**src/rtl/int_controller.sv**
```systemverilog
// Interrupt controller: 16 external sources, each with a synchronizer and
// an IDLE/PEND/SERV gateway, per-source priority, enable and edge/level
// selection, a global threshold, and a claim/complete register. The highest
// priority eligible source drives a registered interrupt request.
module int_controller (
    input  logic        clk,
    input  logic        reset,
    input  logic [15:0] irq_ext,
    input  logic        bus_valid,
    output logic        bus_ready,
    input  logic [7:0]  bus_addr,
    input  logic        bus_wena,
    input  logic [31:0] bus_wdata,
    output logic        bus_rvalid,
    output logic [31:0] bus_rdata,
    output logic        irq_int_controller
);

    // Gateway state of one source.
    typedef enum logic [1:0] {
        GW_IDLE = 2'd0,
        GW_PEND = 2'd1,
        GW_SERV = 2'd2
    } gw_state_t;

    // Word indices (byte address / 4) of the non-priority registers.
    localparam logic [5:0] IDX_PENDING   = 6'd32;
    localparam logic [5:0] IDX_ENABLE    = 6'd33;
    localparam logic [5:0] IDX_EDGE      = 6'd34;
    localparam logic [5:0] IDX_THRESHOLD = 6'd35;
    localparam logic [5:0] IDX_CLAIM     = 6'd36;

    // Synchronizer chain; s3 is the previous s2 value for edge detection.
    logic [15:0] s1;
    logic [15:0] s2;
    logic [15:0] s3;

    // Gateway states and configuration registers (array index i = source i+1).
    gw_state_t   gw_state [16];
    logic [2:0]  prio     [16];
    logic [15:0] enable;
    logic [15:0] edge_sel;
    logic [2:0]  threshold;

    // Derived per-source and bus decode signals.
    logic [15:0] trigger;
    logic [15:0] pending;
    logic [15:0] eligible;
    logic [4:0]  best_id;
    logic [2:0]  best_prio;
    logic [5:0]  word_idx;
    logic        xfer;
    logic        rd_xfer;
    logic        wr_xfer;
    logic        claim;
    logic        complete;
    logic [4:0]  cmpl_id;
    logic [31:0] read_value;

    // Address low bits and upper write-data bits carry no meaning here.
    logic unused_bits;
    assign unused_bits = ^{bus_addr[1:0], bus_wdata[31:17]};

    // The bus is ready whenever the block is out of reset, so the first access
    // after release is accepted on the first edge and reset drops it at once.
    assign bus_ready = reset;

    assign xfer     = bus_valid & bus_ready;
    assign rd_xfer  = xfer & ~bus_wena;
    assign wr_xfer  = xfer & bus_wena;
    assign word_idx = bus_addr[7:2];

    // A claim only moves state when there is something to claim.
    assign claim    = rd_xfer && (word_idx == IDX_CLAIM) && (best_id != 5'd0);
    assign complete = wr_xfer && (word_idx == IDX_CLAIM);
    assign cmpl_id  = bus_wdata[4:0];

    // Per-source trigger, pending and eligibility terms.
    always_comb begin
        // NOTE: every output of an always_comb gets a default before any
        // conditional assignment; a path that leaves one unassigned infers a latch.
        trigger  = '0;
        pending  = '0;
        eligible = '0;
        for (int i = 0; i < 16; i++) begin
            trigger[i]  = edge_sel[i] ? (s2[i] & ~s3[i]) : s2[i];
            pending[i]  = (gw_state[i] == GW_PEND);
            eligible[i] = pending[i] & enable[i] & (prio[i] > threshold);
        end
    end

    // Highest priority eligible source; the strict compare keeps the lowest ID on ties.
    always_comb begin
        best_id   = 5'd0;
        best_prio = 3'd0;
        for (int i = 0; i < 16; i++) begin
            if (eligible[i] && (prio[i] > best_prio)) begin
                best_id   = 5'(i + 1);
                best_prio = prio[i];
            end
        end
    end

    // Register read multiplexer; anything unmapped reads as zero.
    always_comb begin
        read_value = 32'd0;
        for (int i = 0; i < 16; i++) begin
            if (word_idx == 6'(i + 1)) begin
                read_value = {29'd0, prio[i]};
            end
        end
        case (word_idx)
            IDX_PENDING:   read_value = {15'd0, pending, 1'b0};
            IDX_ENABLE:    read_value = {15'd0, enable, 1'b0};
            IDX_EDGE:      read_value = {15'd0, edge_sel, 1'b0};
            IDX_THRESHOLD: read_value = {29'd0, threshold};
            IDX_CLAIM:     read_value = {27'd0, best_id};
            default:       ;
        endcase
    end

    // Two-flop synchronizer plus the edge-detect delay flop for every source.
    always_ff @(posedge clk or negedge reset) begin
        if (!reset) begin
            s1 <= '0;
            s2 <= '0;
            s3 <= '0;
        end else begin
            // NOTE: non-blocking assignments let each flop take the previous
            // stage's old value; blocking ones would collapse the chain to one flop.
            s1 <= irq_ext;
            s2 <= s1;
            s3 <= s2;
        end
    end

    // Software-visible configuration registers.
    always_ff @(posedge clk or negedge reset) begin
        if (!reset) begin
            // NOTE: the priority array is a small register file that must read
            // zero after reset, so every entry is cleared here, not left to RAM.
            for (int i = 0; i < 16; i++) begin
                prio[i] <= 3'd0;
            end
            enable    <= '0;
            edge_sel  <= '0;
            threshold <= 3'd0;
        end else if (wr_xfer) begin
            for (int i = 0; i < 16; i++) begin
                if (word_idx == 6'(i + 1)) begin
                    prio[i] <= bus_wdata[2:0];
                end
            end
            case (word_idx)
                IDX_ENABLE:    enable    <= bus_wdata[16:1];
                IDX_EDGE:      edge_sel  <= bus_wdata[16:1];
                IDX_THRESHOLD: threshold <= bus_wdata[2:0];
                default:       ;
            endcase
        end
    end

    // Gateway state machines; requests arriving in PEND or SERV are dropped.
    always_ff @(posedge clk or negedge reset) begin
        if (!reset) begin
            for (int i = 0; i < 16; i++) begin
                gw_state[i] <= GW_IDLE;
            end
        end else begin
            for (int i = 0; i < 16; i++) begin
                case (gw_state[i])
                    GW_IDLE: begin
                        if (trigger[i]) begin
                            gw_state[i] <= GW_PEND;
                        end
                    end
                    GW_PEND: begin
                        if (claim && (best_id == 5'(i + 1))) begin
                            gw_state[i] <= GW_SERV;
                        end
                    end
                    GW_SERV: begin
                        // Completion always lands in IDLE; a still-active level
                        // re-pends on the following edge.
                        if (complete && (cmpl_id == 5'(i + 1))) begin
                            gw_state[i] <= GW_IDLE;
                        end
                    end
                    default: gw_state[i] <= GW_IDLE;
                endcase
            end
        end
    end

    // Registered bus response and interrupt request.
    always_ff @(posedge clk or negedge reset) begin
        if (!reset) begin
            bus_rvalid         <= 1'b0;
            bus_rdata          <= 32'd0;
            irq_int_controller <= 1'b0;
        end else begin
            bus_rvalid         <= rd_xfer;
            bus_rdata          <= rd_xfer ? read_value : 32'd0;
            irq_int_controller <= (best_id != 5'd0);
        end
    end

endmodule

```
**config.mk**
```make
export PLATFORM = sky130hd
export DESIGN_NAME = int_controller
export DESIGN_NICKNAME = d
export VERILOG_FILES = /design/src/rtl/int_controller.sv
export SDC_FILE = /design/constraint.sdc
export NUM_CORES = 1
export LEC_CHECK = 0
export CORE_UTILIZATION = 50
export DETAILED_ROUTE_END_ITERATION = 7
export PLACE_DENSITY = 0.73
export REMOVE_ABC_BUFFERS = 1
export SLEW_MARGIN = 20
export SYNTH_ARGS = -nofsm -noshare
export SYNTH_HDL_FRONTEND = slang
export SYNTH_SLANG_ARGS = --single-unit
export TNS_END_PERCENT = 50
```
**constraint.sdc**
```tcl
create_clock -name clk -period 19.1 [get_ports clk]
set_input_delay 5.73 -clock clk [delete_from_list [all_inputs] [get_ports clk]]
set_output_delay 5.73 -clock clk [all_outputs]
set_load 0.02 [all_outputs]
```
Word-level counts from Yosys, hierarchy flattened
Index checks and enable logic that the tools add are counted.

storage, ports and cells
  output and inout bits = 35
  logic and storage cells = 506
  bits of input ports = 60
  register bits after elaboration = 197

cells by class
  equality and inequality tests = 133
  bitwise gates (word level) = 68
  multiplexer cells = 129
  reduce and logical (&&, ||, !) cells = 103
  order comparisons = 32

operators with widths
  kind                                           number
  two-way mux 32 bit                             16
  one-hot mux 32 bit (5 select lines)            1
  two-way mux 2 bit                              48
  one-hot mux 2 bit (3 select lines)             16
  > comparator 3 bit                             31
  == test 5 x 4 -> 1 bit, second input constant  16
  two-way mux 5 bit                              15
  != test 2 bit, second input constant           32
  bitwise AND 1 bit                              51
  logical AND 1 bit                              51
  == test 6 x 4 -> 1 bit, second input constant  8
  two-way mux 3 bit                              16
  AND reduction 3 bit                            16
  == test 5 x 3 -> 1 bit, second input constant  8
  AND reduction 2 bit                            19
  == test 2 x 1 -> 1 bit, second input constant  16
  == test 2 bit, second input constant           16
  zero test 2 bit                                16
  != test 2 x 1 -> 1 bit, second input constant  16
  == test 6 bit, second input constant           5
  == test 6 x 3 -> 1 bit, second input constant  4
  == test 5 x 2 -> 1 bit, second input constant  4
  two-way mux 1 bit                              17
  NOT 1 bit                                      17
  7 further kinds                                10

Logic depth before layout (Yosys ltp)
  depth in word-level cells = 55
  depth in mapped cells = 113
  gate-level depth less buffers = 108

Least setup slack after synthesis
No wires, ideal clock.

  path type = reg2reg
  start point = register threshold[2]
  end point = register gw_state[20] in the netlist's numbering
  stages on the path, launching flop included = 108
  arrival = 19,669 ps
  setup slack = -705 ps
  required time = 18,965 ps
  path buffers = 4
  cell sequence = dfrtp_1 inv_1 ha_1 nand3_1 and3_1 nand3_1 ha_1 a21oi_1 a22oi_1 and2_1 buf_2 mux2_1 ha_1 nand3_1 and4_1 nand2_1 mux2_2 ha_1 [... 72 more ...] o21a_2 mux2i_1 ha_1 nor2b_1 o21ai_0 nand2b_1 nand3_1 clkbuf_1 mux2_2 ha_1 nor2b_1 o21ai_0 nand2b_1 and3_1 clkbuf_1 nor3_1 and3_1 a311oi_2

between the ends
  cells in the longest elaborated chain, start to end = 54
  elaborated cells on any way between the ends = 100

RTL lines
  what                                       line  RTL
  start, declared                            43    logic [2:0] threshold;
  start signal, assigned                     157   IDX_THRESHOLD: threshold <= bus_wdata[2:0];
  > comparator 3 bit                         88    eligible[i] = pending[i] & enable[i] & (prio[i] > threshold);
  bitwise AND 1 bit                          88
  logical AND 1 bit                          97    if (eligible[i] && (prio[i] > best_prio)) begin
  two-way mux 3 bit                          97
  > comparator 3 bit                         97
  logical AND 1 bit                          97
  two-way mux 3 bit                          97
  > comparator 3 bit                         97
  [... 38 more ...]                          -
  > comparator 3 bit                         97
  logical AND 1 bit                          97
  two-way mux 5 bit *                        97
  nonzero test 5 bit                         74    assign claim = rd_xfer && (word_idx == IDX_CLAIM) && (best_id != 5'd0);
  logical AND 1 bit                          74
  logical AND 1 bit *                        178   if (claim && (best_id == 5'(i + 1))) begin
  != test 2 x 1 -> 1 bit (no source line) *  -
  AND reduction 3 bit (no source line) *     -
  end signal, assigned by index              179   gw_state[i] <= GW_SERV;
  end signal, assigned by index              186   gw_state[i] <= GW_IDLE;
  end signal, assigned by index              189   default: gw_state[i] <= GW_IDLE;
  end, declared                              39    gw_state_t gw_state [16];

Mark *: on every way between the ends. The rest lies on a longest branch, timed or not.
A chain may end at the register's enable or synchronous reset.

Worst setup path after layout
  start point = register threshold[2]
  end point = register gw_state[28] in the netlist's numbering

The elaborated chain is that of the path after synthesis.

==> metrics.md <==
| Metric | Value |
|---|---|
| Run status | finished, violations left |
| Failing checks | design-rule violations, negative setup slack |
| N_diodes | 0 |
| Cell depth of the worst setup path | 107 |
| Ys async rst share | 100% |
| Worst Path Max Fanout | 5 |
| RSZ-0062 raised after global routing | yes |
| Fin. Hold Viols | 0 |
| Placeable Area | 21100 um^2 |
| Sequential fraction of design power | 44.3% |
| Main flop type after synthesis | dfrtp_1 |
| Setup-failing EPs final | 26 |
| Logic gate share of total power | 16.6% |
| Net Sw Frac | 28.3% |
| Clk Tree Root Cell | clkbuf_16 |
| PortBufs | 62 |
| Total wire length | 35000 um |
| Hold Path Class | reg2reg |
| Fraction of final layout cells sized beyond drive strength 1 | 33.1% |
| Slowest Stage Delay on Critical Path | 0.39 ns |
| First-pass detailed-route iteration total | 8 |
| Mapped Cells | 1116 |
| Drt wl/cell | 21.3 um |
| Fin Setup TNS | -2.79 ns |
| Longest Clk Path Bufs | 2 |
| Chip Width | 149 um |
| Syn Area/Cell | 9.68 um^2 |
| Pwr/cell area | 64.6 nW/um^2 |
| Clock buffer count from CTS | 17 |
| Worst Path Required | 19.44 ns |
| Die area | 22200 um^2 |
| # DRC | 2 |
| Htree depth | 4 |
| GR Layer Usage met3 | 5.41% |
| # IOs | 95 |
| Delay-heaviest family, CP | simple AND/OR/NAND/NOR gates |
| First-pass GRT wire length | 52400 um |
| Synth warnings | 0 |
| Initial antenna violation count | 0 |
| Reg2reg start | threshold[2]$_DFFE_PN0P_ |
| Critical Path Start Type | flip-flop |
| FMAX | 51.9 MHz |
| Initial DRC count | 1095 |
| Initial Util | 51.3% |
| Critical Path Source | threshold[2]$_DFFE_PN0P_ |
| P_sw | 0.000267 W |
| Site Rows | 53 |
| Met2 usage | 51.3% |
| Leak | 6.28 nW |
| Seq/Total Area, Yosys | 42.1% |
| CP max-delay cell | or3_4 |
| CP bufs+invs | 4 |
| Total congestion overflow | 0 |
| Power share of the clock group | 39.1% |
| P_int | 0.000676 W |
| CP Class | reg2reg |
| Actual slew at the worst max-slew pin | 1.03 ns |
| CP endpoint | gw_state[28]$_DFFE_PN0P_ |
| CTS tree | done |
| M1 GR Usage | 39.2% |
| Fin util | 69.2% |
| Clock Latency Late Sink | 0.44 ns |
| Number of global-route vias before repair | 9998 |
| Global route hottest layer | met2 |
| Seq cells post-synth | 182 |
| Total power | 0.000943 W |
| Largest net degree at the start of global routing | 111 |
| Cells on worst reg2reg path | 107 |
| GRT Total Usage | 30.8% |
| Final WS setup | -0.180 ns |
| Critical path arrival | 19.62 ns |
| CTS clock-pin slew for the worst setup and hold paths | 0.07 ns |
| CTS Hold Bufs | 0 |
| TritonCTS Sinks | 182 |
| Hpwl dp | 22100 um |
| EDFF count, synth | 0 |
| R2R Setup Slk | -0.18 ns |
| Most frequent CP cell | ha_4 |
| Via count | 10.3k |
| Die Span Y | 149 um |
| Setup Skew | 0.0137 ns |
| Placed insts | 1522 |
| VDD IR max | 0.0673 mV |
| Routed Antenna Nets | 0 |
| Setup crit end kind | flip-flop |
| Final min period | 19.28 ns |
| Via/cell ratio | 6.27 |
| Crit share post-route | 101% |
| Relative slew slack | 30.8% |
| Non-filler cells, final | 1646 |
| Worst hold margin | 0.349 ns |
| Netlist Area Pre-Place | 10800 um^2 |
| Layout fillers | 1482 |
| Max cap viols | 0 |
| GPL Wtd Cong | 0.934 |
| Nets | 1491 |
| Synth-to-layout area growth | 35.0% |
| Cell variety after synth | 83 |
| Max Transition Viols Final | 0 |
| RR Endpoint | gw_state[28]$_DFFE_PN0P_ |
[final cells by class]
cell class,count,area [um^2],share of cell area (%)
clock buffer,20,467,3.20
clock inverter,12,160,1.10
inverter,44,165,1.13
multi-input combinational,861,6790,46.5
sequential,182,4550,31.2
tap,275,344,2.36
timing repair buffer,252,2110,14.5
[per-stage QoR]
stage               setup WS, ns  area [um^2]
floorplan                 -0.583        10600
global placement          -0.700        12300
detailed placement        -0.920        12300
CTS                      0.00223        13900
global route              -0.969        14600
finish                    -0.180        14600
[cells in the mapped netlist, types with 4 or more instances]
master,count,area (um^2)
a31oi_1,11,68.8
a22oi_1,15,113
mux2_2,58,653
or3_1,8,50.1
nand2_1,118,443
a31o_2,5,43.8
a21o_1,15,113
nand3b_1,10,75.1
a21oi_1,53,265
and3_1,14,87.6
o21a_1,9,67.6
o31ai_1,5,37.5
o21ai_0,70,350
nor3_1,20,100
a211oi_1,11,82.6
and4_1,4,35.0
or2_2,5,31.3
a311oi_2,7,105
o31a_1,9,78.8
nor3b_1,7,52.6
a222oi_1,17,170
nand4_1,5,31.3
dfrtp_1,182,4550
a31o_1,7,61.3
a311oi_1,10,87.6
o211ai_1,11,82.6
a41oi_1,4,35.0
inv_1,44,165
nand2b_1,17,106
nor2_1,82,308
nand3_1,41,205
nor2b_1,29,181
a211o_1,5,43.8
buf_4,17,128
clkbuf_1,22,82.6
ha_1,73,913
o21ai_1,7,35.0
and2_1,18,113
[what timing repair did]
action	in CTS	in global routing
resized for setup	88	113
setup buffers	68	26
endpoints found under the hold margin	0	0
pin swaps	39	102
setup endpoints to repair	38	38
[power groups by stage]
stage | clock (W) | sequential (W) | combinational, W
2_1_floorplan | 0 | 0.000419 | 0.0000658
4_1_cts | 0.000371 | 0.000416 | 0.000135
6_report | 0.000369 | 0.000417 | 0.000157
3_5_place_dp | 0 | 0.000423 | 0.000120
3_3_place_gp | 0 | 0.000422 | 0.000116
5_1_grt | 0.000386 | 0.000419 | 0.000169
[state kept, by name, summed over array words and instances (netlist names)]
name / count
edge_sel: 16
prio: 48
irq_int_controller: 1
s2: 16
bus_rdata: 17
gw_state: 32
s1: 16
threshold: 3
bus_rvalid: 1
enable: 16
s3: 16
[kinds of logic after synthesis]
logic type | share of synthesized area (%)
simple gates | 18.2
compound gates | 20.8
flops | 42.1
buf+inv | 3.69
fa+ha+maj | 8.64
mux | 6.56
other cells | 0.0347
[cell usage in the layout, fill, tap and decap left out, types with 9 or more instances in the layout]
master and count:
nand2b_1 16, clkdlybuf4s50_1 61, clkbuf_16 17, ha_1 56, nor2_1 66, ha_4 15
buf_4 177, nor2b_1 27, dfrtp_1 182, nand3_1 31, nor3_1 15, a22oi_1 13
a211oi_1 9, a21o_1 15, a311oi_2 9, o21ai_0 54, o31a_1 9, a21oi_1 40
o21ai_2 14, o21a_1 9, nand3_2 9, inv_1 42, nand3b_1 10, mux2_2 54
nand2_2 11, nand2_1 105, a222oi_1 17, conb_1 15, buf_6 11, and3_4 9
a21oi_2 13, and2_1 12, o211ai_1 11
[metal layers]
metal,up-vias,part of all wire [%]
met5,-,0
met4,0,4.5
met3,140,6.8
met2,553,49
met1,5029,40
li1,4606,-
[how the worst min path moves through the flow]
stage	slack (ns)	end	depth (start not counted)	start
CTS	0.35	s2[4]$_DFF_PN0_	0	s1[4]$_DFF_PN0_
global placement	0.33	s2[14]$_DFF_PN0_	0	s1[14]$_DFF_PN0_
finish	0.35	s2[4]$_DFF_PN0_	0	s1[4]$_DFF_PN0_
global route	0.35	s2[13]$_DFF_PN0_	0	s1[13]$_DFF_PN0_
detailed placement	0.34	s2[4]$_DFF_PN0_	0	s1[4]$_DFF_PN0_
floorplan	0.33	s2[0]$_DFF_PN0_	0	s1[0]$_DFF_PN0_
Power figures use the tool's default switching activity.
